**config.mk**
```make
export PLATFORM = sky130hd
export DESIGN_NAME = timer_input_sel
export DESIGN_NICKNAME = d
export VERILOG_FILES = /design/src/rtl/timer_input_sel.sv
export SDC_FILE = /design/constraint.sdc
export NUM_CORES = 1
export LEC_CHECK = 0
export ABC_AREA = 1
export ABC_CLOCK_PERIOD_IN_PS = 1610
export BUFFER_PORTS_ARGS = -buffer_cell sky130_fd_sc_hd__buf_2
export CAP_MARGIN = 20
export CELL_PAD_IN_SITES_DETAIL_PLACEMENT = 1
export CELL_PAD_IN_SITES_GLOBAL_PLACEMENT = 1
export CORE_AREA = 5 5 63 48
export CTS_CLUSTER_DIAMETER = 80
export DETAILED_ROUTE_END_ITERATION = 7
export DIE_AREA = 0 0 68 53
export PLACE_DENSITY_LB_ADDON = 0.1
export SLEW_MARGIN = 10
export SYNTH_ARGS = -nofsm -noshare
export SYNTH_HDL_FRONTEND = slang
export SYNTH_SLANG_ARGS = --single-unit
```
**constraint.sdc**
```tcl
create_clock -name clk -period 1.61 [get_ports clk]
set_input_delay 0.0805 -clock clk [delete_from_list [all_inputs] [get_ports clk]]
set_output_delay 0.0805 -clock clk [all_outputs]
set_load 0.01 [all_outputs]
```
**src/rtl/timer_input_sel.sv**
```systemverilog
// Registered N:1 selector for the TimerInput path with an ack/err select handshake and a settle blank.
// Optional build macro TIMER_INPUT_SEL_HOLD_LAST_EN: hold the last pass-through data during the blank.
module timer_input_sel #(
    parameter int WIDTH    = 4,
    parameter int CHANNELS = 4,
    parameter int SETTLE   = 2,
    localparam int SEL_W   = $clog2(CHANNELS)
) (
    input  logic                      clk,
    input  logic                      rst,
    input  logic [CHANNELS*WIDTH-1:0] data_in,
    input  logic [CHANNELS-1:0]       valid_in,
    input  logic                      sel_req,
    input  logic [SEL_W-1:0]          sel_in,
    output logic                      sel_ack,
    output logic                      sel_err,
    output logic [SEL_W-1:0]          active_sel,
    output logic [WIDTH-1:0]          data_out,
    output logic                      valid_out
);

    typedef enum logic [0:0] {
        ST_PASS  = 1'b0,
        ST_BLANK = 1'b1
    } state_e;

    // One extra bit so CHANNELS itself is representable when it is a power of two.
    localparam logic [SEL_W:0] CH_LIM      = (SEL_W + 1)'(CHANNELS);
    localparam logic [3:0]     SETTLE_LOAD = 4'(SETTLE);

    if (SETTLE < 1 || SETTLE > 15) begin : g_bad_settle
        $error("timer_input_sel: SETTLE must be in 1..15");
    end
    if (CHANNELS < 2 || CHANNELS > 16) begin : g_bad_channels
        $error("timer_input_sel: CHANNELS must be in 2..16");
    end

    state_e            state_q, state_d;
    logic [3:0]        cnt_q, cnt_d;
    logic [SEL_W-1:0]  active_sel_q, active_sel_d;
    logic [WIDTH-1:0]  data_q, data_d;
    logic              valid_q, valid_d;
    logic              ack_q, ack_d;
    logic              err_q, err_d;
    logic [WIDTH-1:0]  sel_data_s;
    logic              sel_valid_s;
    logic              req_illegal_s;
    logic              req_same_s;

    // AND-OR mux of the currently active channel.
    always_comb begin
        sel_data_s  = {WIDTH{1'b0}};
        sel_valid_s = 1'b0;
        for (int k = 0; k < CHANNELS; k++) begin
            sel_data_s  = sel_data_s | (data_in[k*WIDTH +: WIDTH] & {WIDTH{active_sel_q == SEL_W'(k)}});
            sel_valid_s = sel_valid_s | (valid_in[k] & (active_sel_q == SEL_W'(k)));
        end
    end

    // Classify the incoming request against the channel range and the active channel.
    always_comb begin
        req_illegal_s = ({1'b0, sel_in} >= CH_LIM);
        req_same_s    = (sel_in == active_sel_q);
    end

    // Next-state, handshake pulses and output data.
    always_comb begin
        state_d      = state_q;
        cnt_d        = cnt_q;
        active_sel_d = active_sel_q;
        data_d       = data_q;
        valid_d      = valid_q;
        ack_d        = 1'b0;
        err_d        = 1'b0;
        case (state_q)
            ST_PASS: begin
                data_d  = sel_data_s;
                valid_d = sel_valid_s;
                if (sel_req) begin
                    if (req_illegal_s) begin
                        err_d = 1'b1;
                    end else if (req_same_s) begin
                        ack_d = 1'b1;
                    end else begin
                        ack_d        = 1'b1;
                        active_sel_d = sel_in;
                        cnt_d        = SETTLE_LOAD;
                        state_d      = ST_BLANK;
                    end
                end else begin
                    state_d = ST_PASS;
                end
            end
            ST_BLANK: begin
`ifdef TIMER_INPUT_SEL_HOLD_LAST_EN
                data_d  = data_q;
`else
                data_d  = {WIDTH{1'b0}};
`endif
                valid_d = 1'b0;
                cnt_d   = cnt_q - 4'd1;
                // Requests are deliberately dropped here; the requester re-issues in PASS.
                if (cnt_q <= 4'd1) begin
                    state_d = ST_PASS;
                end else begin
                    state_d = ST_BLANK;
                end
            end
            default: begin
                state_d      = ST_PASS;
                cnt_d        = 4'd0;
                active_sel_d = {SEL_W{1'b0}};
                data_d       = {WIDTH{1'b0}};
                valid_d      = 1'b0;
            end
        endcase
    end

    // State and output registers with asynchronous reset.
    always_ff @(posedge clk or posedge rst) begin
        if (rst) begin
            state_q      <= ST_PASS;
            cnt_q        <= 4'd0;
            active_sel_q <= {SEL_W{1'b0}};
            data_q       <= {WIDTH{1'b0}};
            valid_q      <= 1'b0;
            ack_q        <= 1'b0;
            err_q        <= 1'b0;
        end else begin
            state_q      <= state_d;
            cnt_q        <= cnt_d;
            active_sel_q <= active_sel_d;
            data_q       <= data_d;
            valid_q      <= valid_d;
            ack_q        <= ack_d;
            err_q        <= err_d;
        end
    end

    assign sel_ack    = ack_q;
    assign sel_err    = err_q;
    assign active_sel = active_sel_q;
    assign data_out   = data_q;
    assign valid_out  = valid_q;

endmodule

```
==> out/metrics.csv <==
stage;metric;value;unit
layout;Area Overhead vs Synth;29.7;%
grt;initial antenna violation count;0;
clock_network;setup bufs post-CTS;0;
clock_network;Post-CTS Hold Fix Bufs;1;
clock_network;Clock transition at path regs;0.08;ns
power;Sw Share;45.1;%
clock_network;Longest Clk Path Bufs;2;
clock_network;latest clock arrival within the worst-skew pair;0.28;ns
yosys;Post-Synthesis Cells;94;
clock_network;TritonCTS Buffers;3;
clock_network;CTS-repair resized insts;0;
run;MaxCap Viol Count;0;
yosys;syn_nets;121;
drt;Post-DRT Antenna Nets;0;
layout;Nets;156;
placed_design;DP HPWL;1.64;mm
yosys;synthesized cell area;728;µm²
yosys;cell taking the most area after synthesis;dfrtp_1;
critical_path;required time of the critical path;1.78;ns
die;# rows;15;
sta;Max Slew Vio Count;0;
yosys;Synth area leaders;dfrtp_1 45%, nand3_1 15%, nand2_1 11%;
power;Flop pwr share;41.0;%
yosys;post-synthesis sequential area ratio;44.7;%
sta;period utilization;83.0;%
critical_path;reg-to-reg slack, setup;0.27;ns
hold_path;Hold Path Sink;active_sel[1];
sta;final setup violation count;0;
power;P per Cell Area;1630;mW/mm²
critical_path;CP max FO;14;
sta;RSZ-0062 raised after global routing;no;
sta;crit path time final;1.34;ns
critical_path;CP Capture Type;register;
drt;first drt pass iteration count;4;
grt;total track usage;13.0;%
clock_network;Clock Tree Root;clkbuf_4;
power;cell-internal power;844;µW
yosys;FF+latch count, synth;13;
drt;Avg Vias per Cell;4.52;
grt;first-pass GRT wire length;3.37;mm
drt;drt wl/cell;12.5;µm
die;die area;0.00360;mm²
placed_design;Final GP Congestion;0.729;
yosys;Synth top area share;44.7;%
power;P_sw;693;µW
sta;sum of negative setup slack;0;ns
die;Die X;68;µm
die;top-level port count;34;
die;die height;53;µm
clock_network;TritonCTS clock tree;built;
critical_path;Worst R2R End;cnt_q[2];
critical_path;Reg2Reg Depth;7;
critical_path;Worst EP arrival;1.51;ns
clock_network;clock sink total;13;
drt;DRC viols;0;
power;clock share of power;13.3;%
yosys;Syn. warnings;0;
drt;WL final;2.03;mm
run_status;status;completed;
grt;vias in the first global route;723;
layout;# diodes;0;
hold_path;startpoint of the worst hold path;sel_in[1];
critical_path;crit path kind;register to register;
drt;total number of vias;733;
power;LEAKAGE;0.000515;µW
yosys;Mean Syn Cell Area;7.75;µm²
layout;layout cells sized above 1;32.0;%
grt;global route overflow;0;
die;Starting Density;31.0;%
sta;Hold Fails Final Rpt;0;
hold_path;hold path cells;3;
critical_path;Critical R2R Launch;active_sel[1];
power;Comb power frac;45.7;%
sta;Hold WS;0.0422;ns
clock_network;H-tree depth;1;
hold_path;Hold Crit Class;input pin to register;
power;worst vdd ir;0.000658;V
grt;largest net degree at the start of global routing;15;
sta;f_max;748;MHz
die;core area;0.00235;mm²
placed_design;Port Buffers;32;
critical_path;startpoint types;register;
drt;initial DRC count;23;
yosys;Yosys cell types;17;
sta;Max Clock Skew;0.00653;ns
## logic make-up after synthesis
group	after synthesis	synth area share [%]
flops	13	44.7
other cells	1	0.515
simple gates	63	41.6
compound gates	3	2.06
fa+ha+maj	2	3.44
buf+inv	12	7.73
## layer usage
metal | global-route usage [%] | share of wire [%] | vias to the layer above
met4 | 2.97 | 0 | 0
met3 | 5.31 | 5.9 | 0
met1 | 17.0 | 49 | 343
met2 | 19.7 | 45 | 17
li1 | - | - | 373
met5 | 0 | 0 | -
## metrics by stage
| stage | instances | setup WS, ns | cell area (µm²) | power [µW] | util [%] |
|---|---|---|---|---|---|
| 6_report | 162 | 0.274 | 945 | 1540 | 40.3 |
| 5_1_grt | 162 | 0.139 | 945 | 1700 | 40.3 |
| 4_1_cts | 162 | 0.285 | 945 | 1560 | 40.3 |
| 3_5_place_dp | 157 | 0.304 | 908 | 1340 | 38.7 |
| 3_3_place_gp | 157 | 0.293 | 908 | 1350 | 38.7 |
| 2_1_floorplan | 94 | 0.600 | 728 | 1120 | - |
## how the worst max path moves through the flow
| stage | startpoint | to | slack (ns) | cells after the start |
|---|---|---|---|---|
| finish | active_sel[1] | cnt_q[2] | 0.27 | 7 |
| floorplan | active_sel[0] | data_out[0] | 0.60 | 4 |
| global placement | active_sel[1] | cnt_q[0] | 0.29 | 7 |
| global route | active_sel[1] | cnt_q[2] | 0.14 | 7 |
| CTS | active_sel[1] | cnt_q[2] | 0.29 | 7 |
| detailed placement | active_sel[1] | cnt_q[3] | 0.30 | 7 |
## power by group through the flow
| stage | clock network (µW) | logic [µW] | registers [µW] |
|---|---|---|---|
| after floorplan | 0 | 526 | 595 |
| after global placement | 0 | 716 | 631 |
| after detailed placement | 0 | 712 | 632 |
| after CTS | 217 | 714 | 629 |
| after global routing | 231 | 816 | 652 |
| final | 205 | 703 | 630 |
## flip-flops by register name, indices dropped and copies added (netlist names)
signal      flops
active_sel      2
cnt_q           4
data_out        4
sel_ack         1
state_q         1
valid_out       1
## Yosys cell counts (all sizes together)
cell	count
nand2	24
nand3	22
dfrtp	13
inv	9
and2	5
nand4	5
nor2	4
buf	3
o21ai	3
ha	2
or2	2
conb	1
nor3	1
## worst max-delay path, stage by stage, from the launching register on
cell     delay, ns
dfrtp_1       0.62
inv_2         0.16
nand2_1       0.09
nand2_1       0.08
nand2_2       0.09
nand2_2       0.06
nand3_1       0.07
nand2_1       0.05
## layout make-up
type                    instances  area, µm²
multi-input cells              69        347
clock buffers                   4       26.3
flip-flops and latches         13        325
inverters                       9       33.8
well taps                      34       42.5
repair buffers                 33        170
fillers                       309       1400
## cells in the final DEF (no fill, tap or decap)
| cell type | n |
|---|---|
| buf_2 | 32 |
| nand2_1 | 22 |
| nand3_1 | 22 |
| dfrtp_1 | 13 |
| inv_1 | 6 |
| nand4_1 | 5 |
| and2_1 | 5 |
| inv_2 | 3 |
| nor2_1 | 3 |
| clkbuf_4 | 3 |
| o21ai_0 | 2 |
| nand2_2 | 2 |
| or2_0 | 2 |
| ha_1 | 2 |
| nor2_2 | 1 |
| nor3_1 | 1 |
| o21ai_1 | 1 |
| conb_1 | 1 |
| clkbuf_1 | 1 |
| dlygate4sd3_1 | 1 |
Power figures use the tool's default switching activity.
